`config.mk`:
```
export PLATFORM = sky130hd
export DESIGN_NAME = mealy_frame_detector
export DESIGN_NICKNAME = d
export VERILOG_FILES = /design/src/rtl/mealy_frame_detector.sv
export SDC_FILE = /design/constraint.sdc
export NUM_CORES = 1
export LEC_CHECK = 0
export BUFFER_PORTS_ARGS = -buffer_cell sky130_fd_sc_hd__buf_2
export CAP_MARGIN = 5
export CORE_ASPECT_RATIO = 1.25
export CORE_UTILIZATION = 40
export CTS_BUF_LIST = sky130_fd_sc_hd__clkbuf_8
export CTS_CLUSTER_SIZE = 24
export DETAILED_ROUTE_END_ITERATION = 12
export HOLD_SLACK_MARGIN = 0.1
export PLACE_DENSITY = 0.7
export REMOVE_ABC_BUFFERS = 1
export SYNTH_ARGS = -nofsm -noshare
export SYNTH_HDL_FRONTEND = slang
export SYNTH_SLANG_ARGS = --single-unit
```
`constraint.sdc`:
```
create_clock -name Clock -period 1.8 [get_ports Clock]
set_input_delay 0.09 -clock Clock [delete_from_list [all_inputs] [get_ports Clock]]
set_output_delay 0.09 -clock Clock [all_outputs]
set_load 0.03 [all_outputs]
```
`src/rtl/mealy_frame_detector.sv`:
```
// mealy_frame_detector
//   Overlapping serial pattern detector wrapped in a fixed-length frame
//   controller. A frame starts on Start, runs for FRAME_LEN accepted bits
//   (Busy=1 and Enable=1), flags each pattern occurrence combinationally on
//   Match, counts occurrences with saturation, and pulses Done once the
//   frame completes. The final count is held until the next frame starts.
//
// Ports
//   Clock      in   1        rising-edge clock
//   Reset      in   1        synchronous, active-high reset
//   Start      in   1        begin a frame (ignored while Busy)
//   Enable     in   1        qualifies Din during a frame
//   Din        in   1        serial data bit, first pattern bit = PATTERN[3]
//   Busy       out  1        frame in progress (decoded straight from a flop)
//   Match      out  1        combinational: current accepted Din completes PATTERN
//   Done       out  1        one-cycle pulse after the last bit of a frame
//   MatchCount out COUNT_W   saturating match count for current/last frame

module mealy_frame_detector #(
  parameter logic [3:0] PATTERN   = 4'b1011,
  parameter int         FRAME_LEN = 16,
  parameter int         LEN_W     = 8,
  parameter int         COUNT_W   = 8
) (
  input  logic               Clock,
  input  logic               Reset,
  input  logic               Start,
  input  logic               Enable,
  input  logic               Din,
  output logic               Busy,
  output logic               Match,
  output logic               Done,
  output logic [COUNT_W-1:0] MatchCount
);

  typedef enum logic [1:0] {S0, S1, S2, S3} det_state_t;
  typedef enum logic {IDLE, RUN} frame_state_t;

  // Next detector state for every (state, bit) pair, packed as 2-bit entries
  // indexed by {state, bit}. For a given prefix length k and new bit b the
  // received string is PATTERN's first k bits followed by b; the next state is
  // the longest suffix of that string (capped at 3) that is also a prefix of
  // PATTERN. The cap makes a full match fall back to its longest proper
  // border, which is what gives overlapping detection.
  function automatic logic [15:0] build_table();
    logic [15:0] tbl;
    logic [3:0]  s;
    logic        ok;
    int          best;
    tbl = '0;
    for (int k = 0; k < 4; k++) begin
      for (int b = 0; b < 2; b++) begin
        s = '0;
        for (int j = 0; j < 4; j++) begin
          if (j < k) s[j] = PATTERN[3-j];
          else if (j == k) s[j] = b[0];
        end
        best = 0;
        for (int len = 1; len <= 3; len++) begin
          if (len <= k + 1) begin
            ok = 1'b1;
            for (int m = 0; m < 3; m++) begin
              if (m < len && s[k+1-len+m] != PATTERN[3-m]) ok = 1'b0;
            end
            if (ok) best = len;
          end
        end
        tbl[(k*2+b)*2 +: 2] = best[1:0];
      end
    end
    return tbl;
  endfunction

  localparam logic [15:0]        NEXT_TABLE = build_table();
  localparam logic [LEN_W-1:0]   LAST_BIT   = LEN_W'(FRAME_LEN - 1);
  localparam logic [COUNT_W-1:0] COUNT_MAX  = '1;

  frame_state_t       frame_state, frame_next;
  det_state_t         det_state, det_next;
  logic [LEN_W-1:0]   bit_cnt, cnt_next;
  logic [COUNT_W-1:0] count_next;
  logic               done_next;

  assign Busy = (frame_state == RUN);

  // State register: reset wins over everything, including a same-edge Start.
  always_ff @(posedge Clock) begin
    if (Reset) begin
      frame_state <= IDLE;
      det_state   <= S0;
      bit_cnt     <= '0;
      MatchCount  <= '0;
      Done        <= 1'b0;
    end else begin
      frame_state <= frame_next;
      det_state   <= det_next;
      bit_cnt     <= cnt_next;
      MatchCount  <= count_next;
      Done        <= done_next;
    end
  end

  // Next-state and Mealy output logic. Everything holds unless a frame is
  // starting or a bit is accepted; Done defaults low so it is a single pulse.
  always_comb begin
    frame_next = frame_state;
    det_next   = det_state;
    cnt_next   = bit_cnt;
    count_next = MatchCount;
    done_next  = 1'b0;
    Match      = 1'b0;
    case (frame_state)
      IDLE: begin
        if (Start) begin
          frame_next = RUN;
          det_next   = S0;
          cnt_next   = '0;
          count_next = '0;
        end
      end
      RUN: begin
        if (Enable) begin
          Match    = (det_state == S3) && (Din == PATTERN[0]);
          det_next = det_state_t'(NEXT_TABLE[{det_state, Din, 1'b0} +: 2]);
          cnt_next = bit_cnt + LEN_W'(1);
          if (Match && MatchCount != COUNT_MAX) begin
            count_next = MatchCount + COUNT_W'(1);
          end
          if (bit_cnt == LAST_BIT) begin
            frame_next = IDLE;
            done_next  = 1'b1;
          end
        end
      end
      default: frame_next = IDLE;
    endcase
  end

endmodule
```
==> Implementation_results.wiki, run 1 <==
{| class="wikitable"
! Metric !! Value
|-
| Count of distinct cell types in the synthesized netlist || 35
|-
| Ratio of total power to cell area || a little over 700 nW/um^2
|-
| Unrepaired setup endpoints after global routing || false
|-
| Die span in x || 47.4 um
|-
| Final period util || about 90%
|-
| Leak || between 0.4 and 0.5 nW
|-
| Count of antenna diodes in the layout || 0
|-
| Wire length of the first global-routing pass || about 4.0 mm
|-
| Sequential cell area fraction in the yosys report || just under 40%
|-
| Final non-filler cell area || roughly 1200 um^2
|-
| Number of buffers on the longest clock path || 2
|-
| Slew at the pin closest to its max-slew limit || between 400 and 500 ps
|-
| Number of global-route vias before repair || 972
|-
| Library cell with the largest summed area after synthesis || sky130_fd_sc_hd__dfxtp_1
|-
| Gate count of the mapped netlist || between 100 and 150
|-
| Net total in the final layout || ~140
|-
| Cell Area, Synth || roughly 1000 um^2
|-
| Worst-case hold path end point || bit_cnt[0]
|-
| Required time of the worst setup path || 1710 ps
|-
| Combinational family with the most area after synthesis || simple AND/OR/NAND/NOR gates
|-
| Post-synth EDFFs || 0
|-
| Worst-Skew Late Latency || between 200 and 300 ps
|-
| Minimum setup slack among reg-to-reg paths || 210 ps
|-
| Startpoint kind of the worst setup timing path || register
|-
| Top library cells by usage in the layout, fill and taps aside || 19 x sky130_fd_sc_hd__dfxtp_1, 15 x sky130_fd_sc_hd__buf_2, 9 x sky130_fd_sc_hd__o211ai_1, 9 x sky130_fd_sc_hd__nor2_1
|-
| Row cnt || 20
|-
| H-Tree Level Count || 1
|-
| Min-Delay Path Depth || 2
|-
| Worst R2R Path Depth || 4
|-
| Count of max-cap constraint violations || 0
|-
| Placed wire-length estimate after detailed placement || between 1.5 and 2 mm
|-
| TritonCTS clock tree || done
|-
| Chip height || 58.8 um
|-
| Yosys warnings || 0
|-
| Initial DRC count || 25
|-
| Detailed-router iteration count before antenna repair || 4
|-
| Average detailed-routed wire length per instance || about 14 um
|-
| Top achievable clock speed || 613 MHz
|-
| Minimum period implied by the final worst setup slack || between 1500 and 2000 ps
|-
| Total congestion overflow || 0
|-
| Yosys reg bits || 20
|-
| Number of resized instances in the post-cts repair step || 0
|-
| Setup_tns || 0 ps
|-
| Worst rel slew slack || a little over 70%
|-
| Clk pin slew, worst setup/hold paths || roughly 70 ps
|-
| Antenna-violating nets left || 0
|-
| Data arrival time of the critical path || around 1500 ps
|-
| PortBufs || 15
|-
| Starting density of the core || a little over two fifths
|-
| Clock Sink Count || 20
|-
| Overall die area || approximately 2800 um^2
|-
| Max VDD drop || roughly 0.48 mV
|-
| Largest cells by area after synthesis || sky130_fd_sc_hd__dfxtp_1 39%, sky130_fd_sc_hd__o211ai_1 6.5%, sky130_fd_sc_hd__nand4_1 4.2%
|-
| Compound-Gate Fraction of Synth Area || between 10% and 20%
|-
| Core Footprint || around 2400 um^2
|-
| Xor/xnor share of the synthesized area || 2.55%
|-
| Core utilization of the finished layout || a little under 50%
|-
| Pin count of the biggest net entering global routing || 17
|-
| RR Endpoint || MatchCount[5]
|-
| Max Clock Skew || 4.78 ps
|-
| Worst hold path startpoint || Reset
|-
| DRC violation count after routing || 0
|-
| Dominant synthesized flop cell || sky130_fd_sc_hd__dfxtp_1
|-
| Proportion of netlist area held by the largest area contributor || about two fifths
|-
| Adder-cell share of the synthesized area || under 10%
|-
| Antenna violations before repair || 0
|-
| Vias || just over 1000
|-
| Sum of internal, switching and leakage power || approximately 0.84 mW
|-
| Synthesized-area fraction occupied by and/or/nand/nor cells || between 30% and 40%
|-
| Critical-path maximum fanout || 14
|-
| Worst Hold Class || in2reg
|-
| Hold_buf cts || 0
|-
| Multiplexer share of the synthesized area || under 10%
|-
| Kind of capture point of the worst setup path || output pin
|-
| Routability-driven placement congestion ratio || approximately 0.85
|-
| Layout overhead on the synthesized area || 14.7%
|-
| Share of post-route cells with drive strength above 1 || between 10% and 20%
|-
| IO Count || 16
|-
| Launching point of the worst reg2reg path || MatchCount[0]
|-
| Average vias per placed instance || between 6 and 7
|-
| Start-to-end type of the worst setup path || reg2out
|-
| Total GRT Usage || 20.2%
|-
| Most common cell after layout, fill and taps aside || sky130_fd_sc_hd__dfxtp_1
|-
| Async set or reset register ratio after synthesis || 0%
|-
| Average footprint of a synthesized cell || 8.67 um^2
|-
| Routed Wire Length || 2.31 mm
|-
| Final hold slack || roughly 170 ps
|-
| Number of clock buffers inserted by TritonCTS || 3
|-
| Number of pins with negative max-slew slack in the final report || 0
|-
| Outcome || finished, final reports clean
|-
| Total placed instance area || 1130 um^2
|-
| Post-CTS setup repair buffer count || 0
|-
| Clock root buffer || sky130_fd_sc_hd__clkbuf_8
|-
| Final hold violations || 0
|-
| Setup-violating endpoint count in the final report || 0
|}
==> metal layers <==
layer	wire length (um)	vias up	GRT usage [%]	part of all wire, %
li1	-	487	-	-
met3	123	7	3.68	5.3
met2	1150	38	34.2	50
met5	0	-	0	0
met1	959	482	22.3	42
met4	69	0	11.8	3.0
==> metrics by stage <==
step,setup WS (ps),cells
2_1_floorplan,-21.2,114
3_3_place_gp,268,163
3_5_place_dp,221,163
4_1_cts,93.9,167
5_1_grt,62.3,167
6_report,169,167
==> synth_stat cells, types with 3 or more instances <==
| cell type | n |
|---|---|
| sky130_fd_sc_hd__nand2_1 | 7 |
| sky130_fd_sc_hd__nand3_1 | 8 |
| sky130_fd_sc_hd__o21ai_0 | 3 |
| sky130_fd_sc_hd__a211oi_1 | 3 |
| sky130_fd_sc_hd__and4_1 | 3 |
| sky130_fd_sc_hd__o211ai_1 | 9 |
| sky130_fd_sc_hd__a21oi_1 | 8 |
| sky130_fd_sc_hd__nand4_1 | 7 |
| sky130_fd_sc_hd__nor2_1 | 9 |
| sky130_fd_sc_hd__ha_1 | 3 |
| sky130_fd_sc_hd__inv_1 | 4 |
| sky130_fd_sc_hd__or4_1 | 3 |
| sky130_fd_sc_hd__dfxtp_1 | 20 |
==> worst max path at each step <==
| stage | from | to | slack, ps | depth (start not counted) |
|---|---|---|---|---|
| floorplan | Busy | MatchCount[4] | -20 | 4 |
| global placement | Busy | MatchCount[4] | 270 | 4 |
| detailed placement | Busy | MatchCount[4] | 220 | 4 |
| CTS | Busy | Match | 90 | 4 |
| global route | Busy | Match | 60 | 4 |
| finish | Busy | Match | 170 | 4 |
==> cell families after synthesis <==
family                   count (synthesis)
multiplexers                             2
AND/OR/NAND/NOR                         53
flip-flops                              20
buffers and inverters                    9
adder cells (fa/ha/maj)                  3
XOR/XNOR                                 3
AO/OA/AOI/OAI                           29
==> cell type report <==
class	count	area [um^2]
fillers	244	1240
multi-input cells	90	588
flip-flops and latches	20	402
repair buffers	16	82.6
clock buffers	4	55.1
well taps	33	41.3
inverters	4	15.0
==> power breakdown <==
part	switching (mW)	internal [mW]	total [mW]	leakage (nW)
clock network	0.140	0.195	0.335	0.0288
logic	0.0338	0.0172	0.0510	0.259
registers	0.00579	0.447	0.452	0.162
==> worst max-delay path, stage by stage (launching register included) <==
cell and delay [ps]:
sky130_fd_sc_hd__dfxtp_2 390, sky130_fd_sc_hd__and2_1 200, sky130_fd_sc_hd__nand4_4 200, sky130_fd_sc_hd__inv_1 240, sky130_fd_sc_hd__buf_2 240
==> flip-flops by register name (all words and copies together), names as in the netlist <==
signal      flops
Done            1
bit_cnt         8
MatchCount      8
Busy            1
det_state       2
Power figures use the tool's default switching activity.
==> run 2, diff against run 1 <==
==> constraint.sdc (replaced) <==
create_clock -name Clock -period 1.62 [get_ports Clock]
set_input_delay 0.081 -clock Clock [delete_from_list [all_inputs] [get_ports Clock]]
set_output_delay 0.081 -clock Clock [all_outputs]
set_load 0.03 [all_outputs]
==> run 2 against run 1 <==
Compared with the run above: die area stayed put; cell area is 2.5% higher; register-to-register slack worse by 130 ps; non-clock buffer count is 6 higher; sequential share of layout area is 0.94 points lower; utilization is 1.2 points higher; largest cell class unchanged; largest power group unchanged.
==> Implementation_results.wiki, run 2 (synthesized netlist as in run 1, its figures left out) <==
{| class="wikitable"
! Metric !! Value
|-
| Outcome || finished, final reports clean
|-
| DR WL met2 || 1.26 mm (+9.3%)
|-
| TritonCTS clock tree || done
|-
| Chip height || 58.8 um (unchanged)
|-
| Largest registers in the final layout || MatchCount x8, bit_cnt x8, det_state x2
|-
| Filler cell count || 250 (+2.5%)
|-
| Count of max-cap constraint violations || 0 (unchanged)
|-
| PortBufs || 15 (unchanged)
|-
| Number of clock buffers inserted by TritonCTS || 3 (unchanged)
|-
| Slew at the pin closest to its max-slew limit || 464 ps (+51.5 ps)
|-
| H-Tree Level Count || 1 (unchanged)
|-
| Core Footprint || 2430 um^2 (unchanged)
|-
| Number of pins with negative max-slew slack in the final report || 0 (unchanged)
|-
| Most common cell after layout, fill and taps aside || sky130_fd_sc_hd__dfxtp_1
|-
| Ratio of total power to cell area || 727 nW/um^2 (+2.7%)
|-
| Launching point of the worst reg2reg path || Busy
|-
| Clock root buffer || sky130_fd_sc_hd__clkbuf_8
|-
| Worst rel slew slack || 69.0% (-2.8 points)
|-
| Share of post-route cells with drive strength above 1 || 20.9% (+3.0 points)
|-
| Placed wire-length estimate after detailed placement || 1.84 mm (+7.4%)
|-
| Overall die area || 2790 um^2 (unchanged)
|-
| Max layer used || met4
|-
| Die span in x || 47.4 um (unchanged)
|-
| Net total in the final layout || 149 (+4.2%)
|-
| Total placed instance area || 1170 um^2 (+4.0%)
|-
| Final hold violations || 0 (unchanged)
|-
| Unrepaired setup endpoints after global routing || false
|-
| Clk pin slew, worst setup/hold paths || 70 ps (about the same)
|-
| Antenna violations before repair || 0 (unchanged)
|-
| Data arrival time of the critical path || 1720 ps (+180 ps)
|-
| Layout overhead on the synthesized area || 17.6%
|-
| Top achievable clock speed || between 600 and 700 MHz
|-
| Slowest Stage Delay on Critical Path || 560 ps (+170 ps)
|-
| Leak || 0.472 nW (+4.8%)
|-
| RR Endpoint || MatchCount[4]
|-
| Critical path cell sequence || and2_1 > nand4_4 > or4_1 > o211ai_1
|-
| Detailed-router iteration count before antenna repair || 4 (unchanged)
|-
| Kind of capture point of the worst setup path || register
|-
| Final hold slack || 158 ps (-7.23 ps)
|-
| Start-to-end type of the worst setup path || reg2reg
|-
| Row cnt || 20 (unchanged)
|-
| Average vias per placed instance || 5.93 (-2.3%)
|-
| Detail Route met3 WL || 127 um (+3.3%)
|-
| Routed Wire Length || 2.44 mm (+5.9%)
|-
| Max VDD drop || 0.399 mV (-17%)
|-
| Post-route setup slack || 78.8 ps (-90.6 ps)
|-
| Minimum setup slack among reg-to-reg paths || 80 ps (-130 ps)
|-
| Critical-path maximum fanout || 14 (unchanged)
|-
| Post-CTS setup repair buffer count || 0 (unchanged)
|-
| Total congestion overflow || 0 (unchanged)
|-
| Number of resized instances in the post-cts repair step || 0 (unchanged)
|-
| Wire length of the first global-routing pass || 4.02 mm (-0.69%)
|-
| Worst R2R Path Depth || 4 (unchanged)
|-
| Number of global-route vias before repair || 991 (+2.0%)
|-
| Pin count of the biggest net entering global routing || 17 (unchanged)
|-
| Count of antenna diodes in the layout || 0 (unchanged)
|-
| Required time of the worst setup path || 1800 ps (+90 ps)
|-
| Worst Hold Class || in2reg
|-
| Top library cells by usage in the layout, fill and taps aside || 20 x sky130_fd_sc_hd__dfxtp_1, 15 x sky130_fd_sc_hd__buf_2, 9 x sky130_fd_sc_hd__o211ai_1, 9 x sky130_fd_sc_hd__nor2_1
|-
| IO Count || 16 (unchanged)
|-
| Antenna-violating nets left || 0 (unchanged)
|-
| Number of buffers on the longest clock path || 2 (unchanged)
|-
| Routability-driven placement congestion ratio || 0.917 (+7.4%)
|-
| CP max-delay cell || sky130_fd_sc_hd__or4_1
|-
| Hold_buf cts || 0 (unchanged)
|-
| Core utilization of the finished layout || 50.0% (+1.2 points)
|-
| Clock Sink Count || 20 (unchanged)
|-
| Starting density of the core || 42.5% (unchanged)
|-
| Setup-violating endpoint count in the final report || 0 (unchanged)
|-
| Startpoint kind of the worst setup timing path || register
|-
| Worst-Skew Late Latency || 250 ps (about the same)
|-
| Worst setup path endpoint || MatchCount[4]
|-
| Initial DRC count || 26 (+4.0%)
|-
| Vias || 1020 (+0.59%)
|-
| Cells after DPL || 169 (+3.7%)
|-
| Total GRT Usage || 20.1% (-0.072 points)
|-
| Max Clock Skew || 5.59 ps (+0.806 ps)
|-
| Average detailed-routed wire length per instance || 14.2 um (+2.8%)
|-
| Met1 Routed Length || 1.01 mm (+5.0%)
|-
| Final non-filler cell area || 1210 um^2 (+2.5%)
|-
| Minimum period implied by the final worst setup slack || between 1500 and 2000 ps
|-
| Beginning of the critical path || Busy
|-
| DRC violation count after routing || 0 (unchanged)
|-
| Worst slack at placement || 107 ps (-113 ps)
|-
| Final period util || 95.1%
|-
| Final non-filler cell total || 172 (+3.0%)
|}
run 2: metrics by stage:
step / TNS [ps] / power (mW)
4_1_cts: 0 / 0.890
3_5_place_dp: 0 / 0.575
6_report: 0 / 0.882
5_1_grt: 0 / 0.916
3_3_place_gp: 0 / 0.574
2_1_floorplan: -978 / 0.544
run 2: report_power, final:
part	switching, mW	internal [mW]	leakage (nW)
Sequential	0.00518	0.496	0.162
Clock	0.153	0.165	0.0216
Combinational	0.0399	0.0231	0.288
Total	0.198	0.684	0.472
run 2: layout make-up:
cell class	instances	area, um^2	share of cell area (%)
Inverter	4	15.0	1.24
Timing Repair Buffer	22	128	10.5
Clock buffer	3	41.3	3.40
Sequential cell	20	400	33.0
Tap cell	33	41.3	3.40
Multi-Input combinational cell	90	588	48.5
run 2: how the worst min path moves through the flow:
stage	from	to	slack, ps	cells past startpoint
floorplan	Reset	MatchCount[0]	150	1
global placement	Din	det_state[0]	410	3
detailed placement	Din	det_state[0]	420	3
CTS	Din	det_state[0]	150	3
global route	Din	det_state[0]	160	3
finish	Din	det_state[0]	160	3
run 2: worst max-delay path, delay by kind of cell, from the launching register on:
family             cells  cell delay (ps)
DFF                    1              380
and+or+nand+nor        3              980
AOI/OAI and AO/OA      1              110
run 2: metal layers:
layer,vias up,GRT usage [%]
met1,480,22.5
met4,0,12.2
li1,496,-
met3,6,3.07
met5,-,0
met2,38,34.1
